`config.mk`:
```
export PLATFORM = sky130hd
export DESIGN_NAME = mem_access_ctrl
export DESIGN_NICKNAME = d
export VERILOG_FILES = /design/src/rtl/mem_access_ctrl.sv
export SDC_FILE = /design/constraint.sdc
export NUM_CORES = 1
export LEC_CHECK = 0
export BUFFER_PORTS_ARGS = -buffer_cell sky130_fd_sc_hd__buf_2
export CORE_MARGIN = 4
export CORE_UTILIZATION = 46
export CTS_CLUSTER_DIAMETER = 200
export CTS_CLUSTER_SIZE = 12
export DETAILED_ROUTE_END_ITERATION = 6
export PLACE_DENSITY = 0.78
export SLEW_MARGIN = 20
export SYNTH_ARGS = -nofsm -noshare
export SYNTH_HDL_FRONTEND = slang
export SYNTH_SLANG_ARGS = --single-unit
export TNS_END_PERCENT = 1
```
`constraint.sdc`:
```
create_clock -name clk -period 2 [get_ports clk]
set_input_delay 0.3 -clock clk [delete_from_list [all_inputs] [get_ports clk]]
set_output_delay 0.3 -clock clk [all_outputs]
set_load 0.05 [all_outputs]
```
`src/rtl/mem_access_ctrl.sv`:
```
// mem_access_ctrl: request/acknowledge front end for the single-port
// synchronous RAM. It latches one request at a time and sequences the RAM's
// registered read latency and optional wait states. It returns a one-cycle
// ack, with registered read data for reads.
module mem_access_ctrl #(
  parameter int WIDTH       = 8,
  parameter int ADDR_SIZE   = 10,
  parameter int WAIT_STATES = 0
) (
  input  logic                 clk,
  input  logic                 reset,
  input  logic                 req,
  input  logic                 we,
  input  logic [ADDR_SIZE-1:0] addr,
  input  logic [WIDTH-1:0]     wdata,
  output logic                 ack,
  output logic [WIDTH-1:0]     rdata,
  output logic                 busy,
  output logic                 m_cs,
  output logic                 m_wen,
  output logic [ADDR_SIZE-1:0] m_ra,
  output logic [WIDTH-1:0]     m_din,
  input  logic [WIDTH-1:0]     m_dout
);

  typedef enum logic [1:0] {
    IDLE   = 2'd0,
    ACCESS = 2'd1,
    DATA   = 2'd2,
    ACK    = 2'd3
  } state_t;

  localparam logic [3:0] WAIT_INIT = 4'(WAIT_STATES);

  state_t                 state;
  logic [ADDR_SIZE-1:0]   addr_q;
  logic                   we_q;
  logic [WIDTH-1:0]       wdata_q;
  logic [3:0]             wait_cnt;

  // Transaction sequencer; ack is set on the edge that enters ACK, so it is
  // high for exactly the ACK cycle.
  always_ff @(posedge clk) begin
    if (!reset) begin
      state    <= IDLE;
      ack      <= 1'b0;
      rdata    <= '0;
      addr_q   <= '0;
      we_q     <= 1'b0;
      wdata_q  <= '0;
      wait_cnt <= '0;
    end else begin
      case (state)
        IDLE: begin
          ack <= 1'b0;
          if (req) begin
            addr_q   <= addr;
            we_q     <= we;
            wdata_q  <= wdata;
            wait_cnt <= WAIT_INIT;
            state    <= ACCESS;
          end
        end
        ACCESS: begin
          if (wait_cnt != '0) begin
            wait_cnt <= wait_cnt - 4'd1;
          end else if (we_q) begin
            ack   <= 1'b1;
            state <= ACK;
          end else begin
            state <= DATA;
          end
        end
        DATA: begin
          rdata <= m_dout;
          ack   <= 1'b1;
          state <= ACK;
        end
        ACK: begin
          ack   <= 1'b0;
          state <= IDLE;
        end
        default: begin
          ack   <= 1'b0;
          state <= IDLE;
        end
      endcase
    end
  end

  // RAM pin decode; chip select is gated by reset so an ACCESS cycle that
  // coincides with reset never reaches the RAM.
  always_comb begin
    busy  = (state != IDLE);
    m_cs  = (state == ACCESS) && reset;
    m_wen = (state == ACCESS) && we_q;
    m_ra  = addr_q;
    m_din = wdata_q;
  end

endmodule
```
==> results of run 1 <==
-- worst min path at each step --
stage / startpoint / to / slack (ns) / cells past startpoint
after floorplan: we / we_q / 0.44 / 2
after global placement: m_ra[9] / m_ra[9] / 0.44 / 2
after detailed placement: m_din[4] / m_din[4] / 0.45 / 2
after CTS: wdata[6] / m_din[6] / 0.16 / 3
after global routing: we / we_q / 0.15 / 3
final: addr[9] / m_ra[9] / 0.18 / 3
-- worst register-to-register path, cell delays in order (launching register included) --
cell and delay, ns:
dfxtp_1 0.33, inv_1 0.11, ha_1 0.16, or3b_4 0.42, a21boi_4 0.21, o21ai_1 0.10, a221oi_2 0.20
-- cell type report --
cell class | instances | area (um^2) | area share (%)
Clock buffer | 5 | 37.5 | 2.05
Multi-Input combinational cell | 112 | 647 | 35.4
Inverter | 8 | 30.0 | 1.64
Tap cell | 31 | 38.8 | 2.12
Clock inverter | 3 | 68.8 | 3.76
Timing Repair Buffer | 63 | 325 | 17.8
Sequential cell | 34 | 681 | 37.2
-- sequential cells by signal, indices dropped and copies added (netlist names) --
| register | count |
|---|---|
| m_ra | 10 |
| m_din | 8 |
| rdata | 8 |
| wait_cnt | 4 |
| state | 2 |
| ack | 1 |
| we_q | 1 |
-- through the flow --
stage	power (mW)	hold slack (ns)	utilization, %	worst slack, ns	cell area, um^2
2_1_floorplan	1.84	0.436	-	0.285	1390
3_3_place_gp	2.11	0.440	60.8	0.451	1720
3_5_place_dp	2.13	0.446	60.8	0.416	1720
4_1_cts	2.77	0.159	64.5	0.0606	1830
5_1_grt	2.92	0.152	64.6	0.0458	1830
6_report	2.75	0.177	64.6	0.175	1830
-- timing repair --
item,in CTS,in global routing
gates resized for setup,0,1
hold buffers,0,0
setup endpoints to repair,0,2
-- cell usage in the layout (no fill, tap or decap), drive strengths merged --
cell type	instances
mux2i	9
nor3b	1
clkbuf	5
nand4	1
a221oi	1
dfxtp	34
a21oi	23
nand2b	1
nor3	1
o31ai	1
nor2	9
clkinv	1
nand3	2
and2	3
o21ai	4
nand2	43
or4	1
buf	63
o32ai	2
inv	8
bufinv	2
ha	6
or3b	1
a32o	1
or3	1
a21boi	1
-- per-layer routing --
metal	track usage [%]	routed length (um)
met1	20.1	1390
met2	27.7	1540
met3	7.19	196
met4	7.99	70
met5	0	0
-- logic make-up after synthesis --
| family | count (synthesis) | share of synthesized area, % |
|---|---|---|
| simple gates | 64 | 19.8 |
| fa+ha+maj | 6 | 5.39 |
| buf+inv | 17 | 4.85 |
| mux | 9 | 6.47 |
| flops | 34 | 48.9 |
| compound gates | 33 | 14.6 |
-- power breakdown --
group	total [mW]	switching, mW	internal (mW)
sequential	0.873	0.0654	0.808
combinational	1.24	0.879	0.360
clock	0.635	0.244	0.391
==> metrics.cfg, run 1 <==
[synthesis]
synth_area_leaders = dfxtp_1, nand2_1, a21oi_1
ys_ff_latch = 34
syn_area_mm2 = 0.00139
synth_seq_area_share_pct = 48.9
yosysWarningCount = 0
syn_inst = 163
avgSynthCellArea_um2 = 8.54
synthesis.nets = 199
yosysTopAreaCell = dfxtp_1
ys_types = 25
synth_edf_count = 0
synth.top_cell.area_share_pct = 48.9
synthArstFlopShare_pct = 0
synthFlopType = dfxtp_1
synth.most_common_cell = nand2_1
synth_common_cells = nand2_1, dfxtp_1, a21oi_1

[drt]
routed-via-count = 1289
wl_um = 3200
wl_per_cell_um = 12.5
drc_errors = 0
drtIter0Drc = 55
ant_nets = 0
firstDrtPassIters = 4
viasPerCell = 5.04

[floorplanning]
die-area_mm2 = 0.00397
start_util_pct = 49.2
core-area_mm2 = 0.00283
die_h_um = 63.0
io_pins = 60
fp.dieW_um = 63.0
num_rows = 19

[power_and_ir_drop]
p_leak_nw = 0.869
power_density_mw_per_mm2 = 1500
irDropWorstVdd_v = 0.000770

[clock_network]
max-clock-path-buffers = 2
cts_root_buf = clkbuf_4
insertion_delay_ns = 0.34
cts_num_sinks = 34
cts_tree = done
cts_buffers = 5
clk_pin_slew_ns = 0.11
postCtsSetupBuffers = 0
cts-htree-levels = 2

[hold_path]
hold_class = input pin to register

[worst_setup_path]
slowest_stage = dfxtp_1
r2r_end = state[0]
path_depth = 4
startpoint_type = register
critPathRequiredTime_ns = 1.70
critPathBufInv = 2
crit_chain = inv_1, ha_2, and2_1, buf_2
critical-path-top-delay-family = buffers and inverters
endpoint = m_cs
end_kind = output port
slowest_delay_ns = 0.35
crit_start = state[1]
crit_arrival_ns = 1.52
setup.worst_path.class = register to output port
worstPathMaxFanout = 10
r2r-start = wait_cnt[0]
worst-r2r-cell-count = 6
reg2reg_setup_slack_ns = 0.38

[placement]
dp_hpwl_um = 2340
portBuffers = 59
gp_congestion = 0.885
placedCellCount = 248

[sta]
timing.fmax_mhz = 548
rsz0062_at_grt = false
finalMaxSlewViolations = 0
hold_violations = 0
max_slew_margin_pct = 69.4
finClkSkew_ns = 0.00685
fin_crit_sh_pct = 91.2
setup_viol = 0
setup-tns-final_ns = 0
max_slew.worst_pin.slew_ns = 0.459
final.min_clock_period_ns = 1.82

[finish]
layout.cells.non_filler = 256
antenna_cells = 0
final_nets = 260
fillerInstances = 256
drive_above_1_share_pct = 33.8
area_growth_pct = 31.3

[global_routing]
grt_usage_pct = 17.4
grt_pass1_wl_um = 5430
grt_max_degree = 31
grt_pass1_vias = 1209
antenna_found_initial = 0
overflow = 0

[job]
maxCapViolCount = 0

[run_status]
status = finished clean

(Power assumes the default switching activity.)
==> run 2, diff against run 1 <==
--- a/config.mk
+++ b/config.mk
@@ -5,9 +5,11 @@
 export SDC_FILE = /design/constraint.sdc
 export NUM_CORES = 1
 export LEC_CHECK = 0
+export ABC_AREA = 1
 export BUFFER_PORTS_ARGS = -buffer_cell sky130_fd_sc_hd__buf_2
+export CORE_ASPECT_RATIO = 1.25
 export CORE_MARGIN = 4
-export CORE_UTILIZATION = 46
+export CORE_UTILIZATION = 47
 export CTS_CLUSTER_DIAMETER = 200
 export CTS_CLUSTER_SIZE = 12
 export DETAILED_ROUTE_END_ITERATION = 6
==> run 2 against run 1 <==
Compared with the run above: combinational power rose by 48%; routed wire length is 0.22% higher; register-to-register slack better by 0.24 ns; global-route usage is 0.35 points lower; sequential cell count stayed put; final cell count grew 14%; non-clock buffer count is 2 lower; cell area grew 0.55%.
==> metrics.cfg, run 2 <==
[run_status]
status = finished clean

[synthesis]
synth_area_leaders = dfxtp_1, nor2_1, nand2_1
synth_top_family_by_area = simple AND/OR/NAND/NOR gates
synth_edf_count = 0
synth_seq_area_share_pct = 46.5
synthXorXnorAreaFrac_pct = 0
ys_ff_latch = 34
synth.top_cell.area_share_pct = 46.5
synthArstFlopShare_pct = 0
yosysTopAreaCell = dfxtp_1
syn_inst = 194
synth-compound-area-share_pct = 10.8
synth.most_common_cell = nor2_1
yosysWarningCount = 0
muxShareOfSynthArea_pct = 0
avgSynthCellArea_um2 = 7.55
ys_types = 21
synth_common_cells = nor2_1, dfxtp_1, nand2_1
synthFlopType = dfxtp_1
synth_adder_area_share_pct = 5.12
syn_area_mm2 = 0.00147
yosys.area_share.simple_pct = 28.8
synthesis.nets = 230

[hold_path]
hold_class = input pin to register

[sta]
fin_ws_ns = 0.213
timing.fmax_mhz = 560
max_slew.worst_pin.slew_ns = 0.326
finClkSkew_ns = 0.00343
rsz0062_at_grt = false
setup_viol = 0
finalMaxSlewViolations = 0
final.min_clock_period_ns = 1.79
holdWs_ns = 0.198
setup-tns-final_ns = 0
hold_violations = 0
fin_crit_sh_pct = 89.3
max_slew_margin_pct = 78.2

[clock_network]
insertion_delay_ns = 0.32
postCtsSetupBuffers = 0
cts_buffers = 5
cts_num_sinks = 34
clk_pin_slew_ns = 0.10
cts-htree-levels = 2
cts_root_buf = clkbuf_4
holdBufCountCts = 0
cts_tree = done
max-clock-path-buffers = 2

[drt]
drtIter0Drc = 23
wl_um = 3200
routed-via-count = 1357
ant_nets = 0
drc_errors = 0
wl_per_cell_um = 11.0
firstDrtPassIters = 4
viasPerCell = 4.66

[floorplanning]
die_h_um = 70.4
die-area_mm2 = 0.00408
io_pins = 60
fp.dieW_um = 57.9
num_rows = 22
core-area_mm2 = 0.00297
start_util_pct = 49.3

[finish]
largest_reg_flops = 10
layout_common_cells = nor2_1, buf_2, dfxtp_1
seqCellArea_um2 = 681
area_growth_pct = 25.4
layout.cells.non_filler = 291
drive_above_1_share_pct = 30.6
antenna_cells = 0
fillerInstances = 307
final_nets = 291
multiInputGateArea_um2 = 658
final_common_cell = nor2_1

[global_routing]
antenna_found_initial = 0
grt_pass1_vias = 1318
grt_max_degree = 34
overflow = 0
grt_pass1_wl_um = 5540
grt_usage_pct = 17.0

[placement]
placedCellCount = 284
portBuffers = 59
place_ws_ns = 0.454
gp_congestion = 0.734
dp_hpwl_um = 2290

[worst_setup_path]
crit_start = state[1]
critPathRequiredTime_ns = 1.70
crit_arrival_ns = 1.49
worst-r2r-cell-count = 8
startpoint_type = register
worstPathMaxFanout = 8
end_kind = output port
r2r-start = state[0]
reg2reg_setup_slack_ns = 0.62
r2r_end = wait_cnt[2]
setup.worst_path.class = register to output port
endpoint = m_cs

[power_and_ir_drop]
irDropWorstVdd_v = 0.00109
p_leak_nw = 0.979
total_power_mw = 3.36
power_density_mw_per_mm2 = 1830

[job]
maxCapViolCount = 0

==> run 2: cell count changes in the layout (fill, tap and decap cells not counted), sizes merged, moves of 3 or more <==
cell | before | now
mux2i | 9 | 0
nor2 | 9 | 65
and2 | 3 | 0
o21ai | 4 | 28
inv | 8 | 16
nand3 | 2 | 6
a21oi | 23 | 3
nand2 | 43 | 27
==> run 2: layout make-up <==
cell class	count	share of cell area, %
Clock buffer	6	2.79
Multi-Input combinational cell	137	35.8
Inverter	16	3.40
Clock inverter	1	1.63
Sequential cell	34	37.0
Tap cell	36	2.45
Timing Repair Buffer	61	16.9
==> run 2: logic make-up after synthesis <==
| kind of cell | after synthesis |
|---|---|
| AND/OR/NAND/NOR | 100 |
| buffers and inverters | 23 |
| flip-flops | 34 |
| AO/OA/AOI/OAI | 31 |
| adder cells (fa/ha/maj) | 6 |
==> run 2: worst min-delay path by stage <==
stage               startpoint  cells after the start  slack [ns]        to
floorplan                reset                      2        0.43  state[0]
global placement       m_ra[4]                      2        0.46   m_ra[4]
detailed placement    m_din[5]                      2        0.46  m_din[5]
CTS                  m_dout[5]                      3        0.18  rdata[5]
global route         m_dout[3]                      3        0.21  rdata[3]
finish               m_dout[0]                      3        0.20  rdata[0]
==> run 2: what timing repair did <==
item	in CTS	in global routing
hold endpoints to repair	0	0
resized for setup	0	1
setup endpoints to repair	0	2
==> run 2: worst max-delay path, cell delays in order, from the launching register on <==
cell     delay, ns
dfxtp_1       0.35
inv_1         0.10
ha_2          0.32
nand2_1       0.07
inv_1         0.07
buf_2         0.26
==> run 2: metal layers <==
metal | wire [um] | GRT usage [%]
met1 | 1390 | 19.5
met2 | 1520 | 27.9
met3 | 240 | 5.73
met4 | 59 | 7.73
met5 | 0 | 0
==> run 2: per-stage QoR <==
step                cell area, um^2  util (%)
floorplan                      1470         -
global placement               1750      59.0
detailed placement             1750      59.0
CTS                            1840      61.7
global route                   1840      61.8
finish                         1840      61.8
==> run 2: where the power goes <==
part / switching, mW / internal [mW]
registers: 0.112 / 0.902
logic: 1.35 / 0.483
clock network: 0.217 / 0.291
==> run 3, diff against run 2 <==
--- a/config.mk
+++ b/config.mk
@@ -14,6 +14,7 @@
 export CTS_CLUSTER_SIZE = 12
 export DETAILED_ROUTE_END_ITERATION = 6
 export PLACE_DENSITY = 0.78
+export SETUP_SLACK_MARGIN = 0.05
 export SLEW_MARGIN = 20
 export SYNTH_ARGS = -nofsm -noshare
 export SYNTH_HDL_FRONTEND = slang
==> constraint.sdc (replaced) <==
create_clock -name clk -period 2 [get_ports clk]
set_input_delay 0.2 -clock clk [delete_from_list [all_inputs] [get_ports clk]]
set_output_delay 0.2 -clock clk [all_outputs]
set_load 0.05 [all_outputs]
==> run 3 against run 2 <==
Compared with the run above: core utilization is 0.67 points lower; via count is 1.7% lower; non-clock buffer count stayed put; final cell count is 0.34% higher; clock-buffer cell count stayed put; largest power group unchanged.
==> metrics.cfg, run 3 (same netlist as run 2, synthesis figures left out) <==
[run_status]
status = finished clean

[hold_path]
hold_class = input pin to register
hp-start = m_dout[0]

[finish]
layout.cells.non_filler = 292
area_growth_pct = 24.1
seqCellArea_um2 = 681
post-route-util_pct = 61.2
antenna_cells = 0
fillerInstances = 295
final_nets = 291
drive_above_1_share_pct = 30.5
final_common_cell = nor2_1
design_area_mm2 = 0.00182
multiInputGateArea_um2 = 656
layout_common_cells = nor2_1, buf_2, dfxtp_1
largest_reg_flops = 10

[worst_setup_path]
setup.worst_path.class = register to output port
end_kind = output port
startpoint_type = register
worstPathMaxFanout = 8
crit_arrival_ns = 1.58
r2r-start = state[1]
crit_start = state[1]
critPathRequiredTime_ns = 1.80

[placement]
post_dp_cell_area_mm2 = 0.00175
gp_congestion = 0.833
dp_hpwl_um = 2300
portBuffers = 59
placedCellCount = 284

[clock_network]
insertion_delay_ns = 0.33
cts_root_buf = clkbuf_4
clk_pin_slew_ns = 0.10
max-clock-path-buffers = 2
cts_num_sinks = 34
cts-htree-levels = 2
holdBufCountCts = 0
cts_resized = 0
cts_buffers = 5
cts_tree = done
postCtsSetupBuffers = 0

[global_routing]
grt_max_degree = 23
overflow = 0
grt_pass1_wl_um = 4960
antenna_found_initial = 0
grt_pass1_vias = 1159
grt_usage_pct = 15.6

[power_and_ir_drop]
irDropWorstVdd_v = 0.00106
power_density_mw_per_mm2 = 1780
p_leak_nw = 0.970

[drt]
wl_per_cell_um = 10.6
viasPerCell = 4.57
ant_nets = 0
drtIter0Drc = 27
firstDrtPassIters = 4
drc_errors = 0
wl_um = 3090
routed-via-count = 1334

[sta]
setup_viol = 0
rsz0062_at_grt = false
timing.fmax_mhz = 561
finalMaxSlewViolations = 0
finClkSkew_ns = 0.00555
holdWs_ns = 0.0863
hold_violations = 0
final.min_clock_period_ns = 1.78
max_slew.worst_pin.slew_ns = 0.368
setup-tns-final_ns = 0
max_slew_margin_pct = 75.5
fin_crit_sh_pct = 89.0

[job]
maxCapViolCount = 0

[floorplanning]
die-area_mm2 = 0.00408
num_rows = 22
start_util_pct = 49.3
die_h_um = 70.4
core-area_mm2 = 0.00297
fp.dieW_um = 57.9
io_pins = 60

run 3: metrics by stage:
stage	setup slack [ns]	total power, mW
4_1_cts	0.199	3.27
3_5_place_dp	0.587	2.87
6_report	0.219	3.24
3_3_place_gp	0.595	2.83
2_1_floorplan	0.512	2.54
5_1_grt	0.0645	3.48
run 3: final timing paths:
kind,slack (ns),to,depth (start not counted)
worst max-delay path,0.22,m_cs,5
worst min-delay path,0.09,rdata[0],3
worst max register to register,0.59,wait_cnt[2],9
worst min register to register,0.49,m_ra[7],2
run 3: cell type report:
class,instances,area share (%)
clock inverters,2,0.688
well taps,36,2.48
clock buffers,6,2.82
repair buffers,61,17.1
inverters,16,3.44
multi-input cells,137,36.1
flip-flops and latches,34,37.4
run 3: worst max-delay path, cell delays in order, from the launching register on:
cell and delay, ns:
dfxtp_1 0.35, inv_1 0.10, ha_1 0.39, nand2_1 0.08
inv_1 0.08, buf_2 0.26
run 3: report_power, final:
| part | switching [mW] | internal [mW] |
|---|---|---|
| clock network | 0.232 | 0.169 |
| logic | 1.34 | 0.479 |
| registers | 0.113 | 0.902 |
run 3: layer usage:
layer	wire [um]	share of wire [%]	GRT usage (%)
met1	1330	43	18.8
met2	1460	47	24.6
met4	19	0.62	3.87
met3	269	8.7	7.39
met5	0	0	0
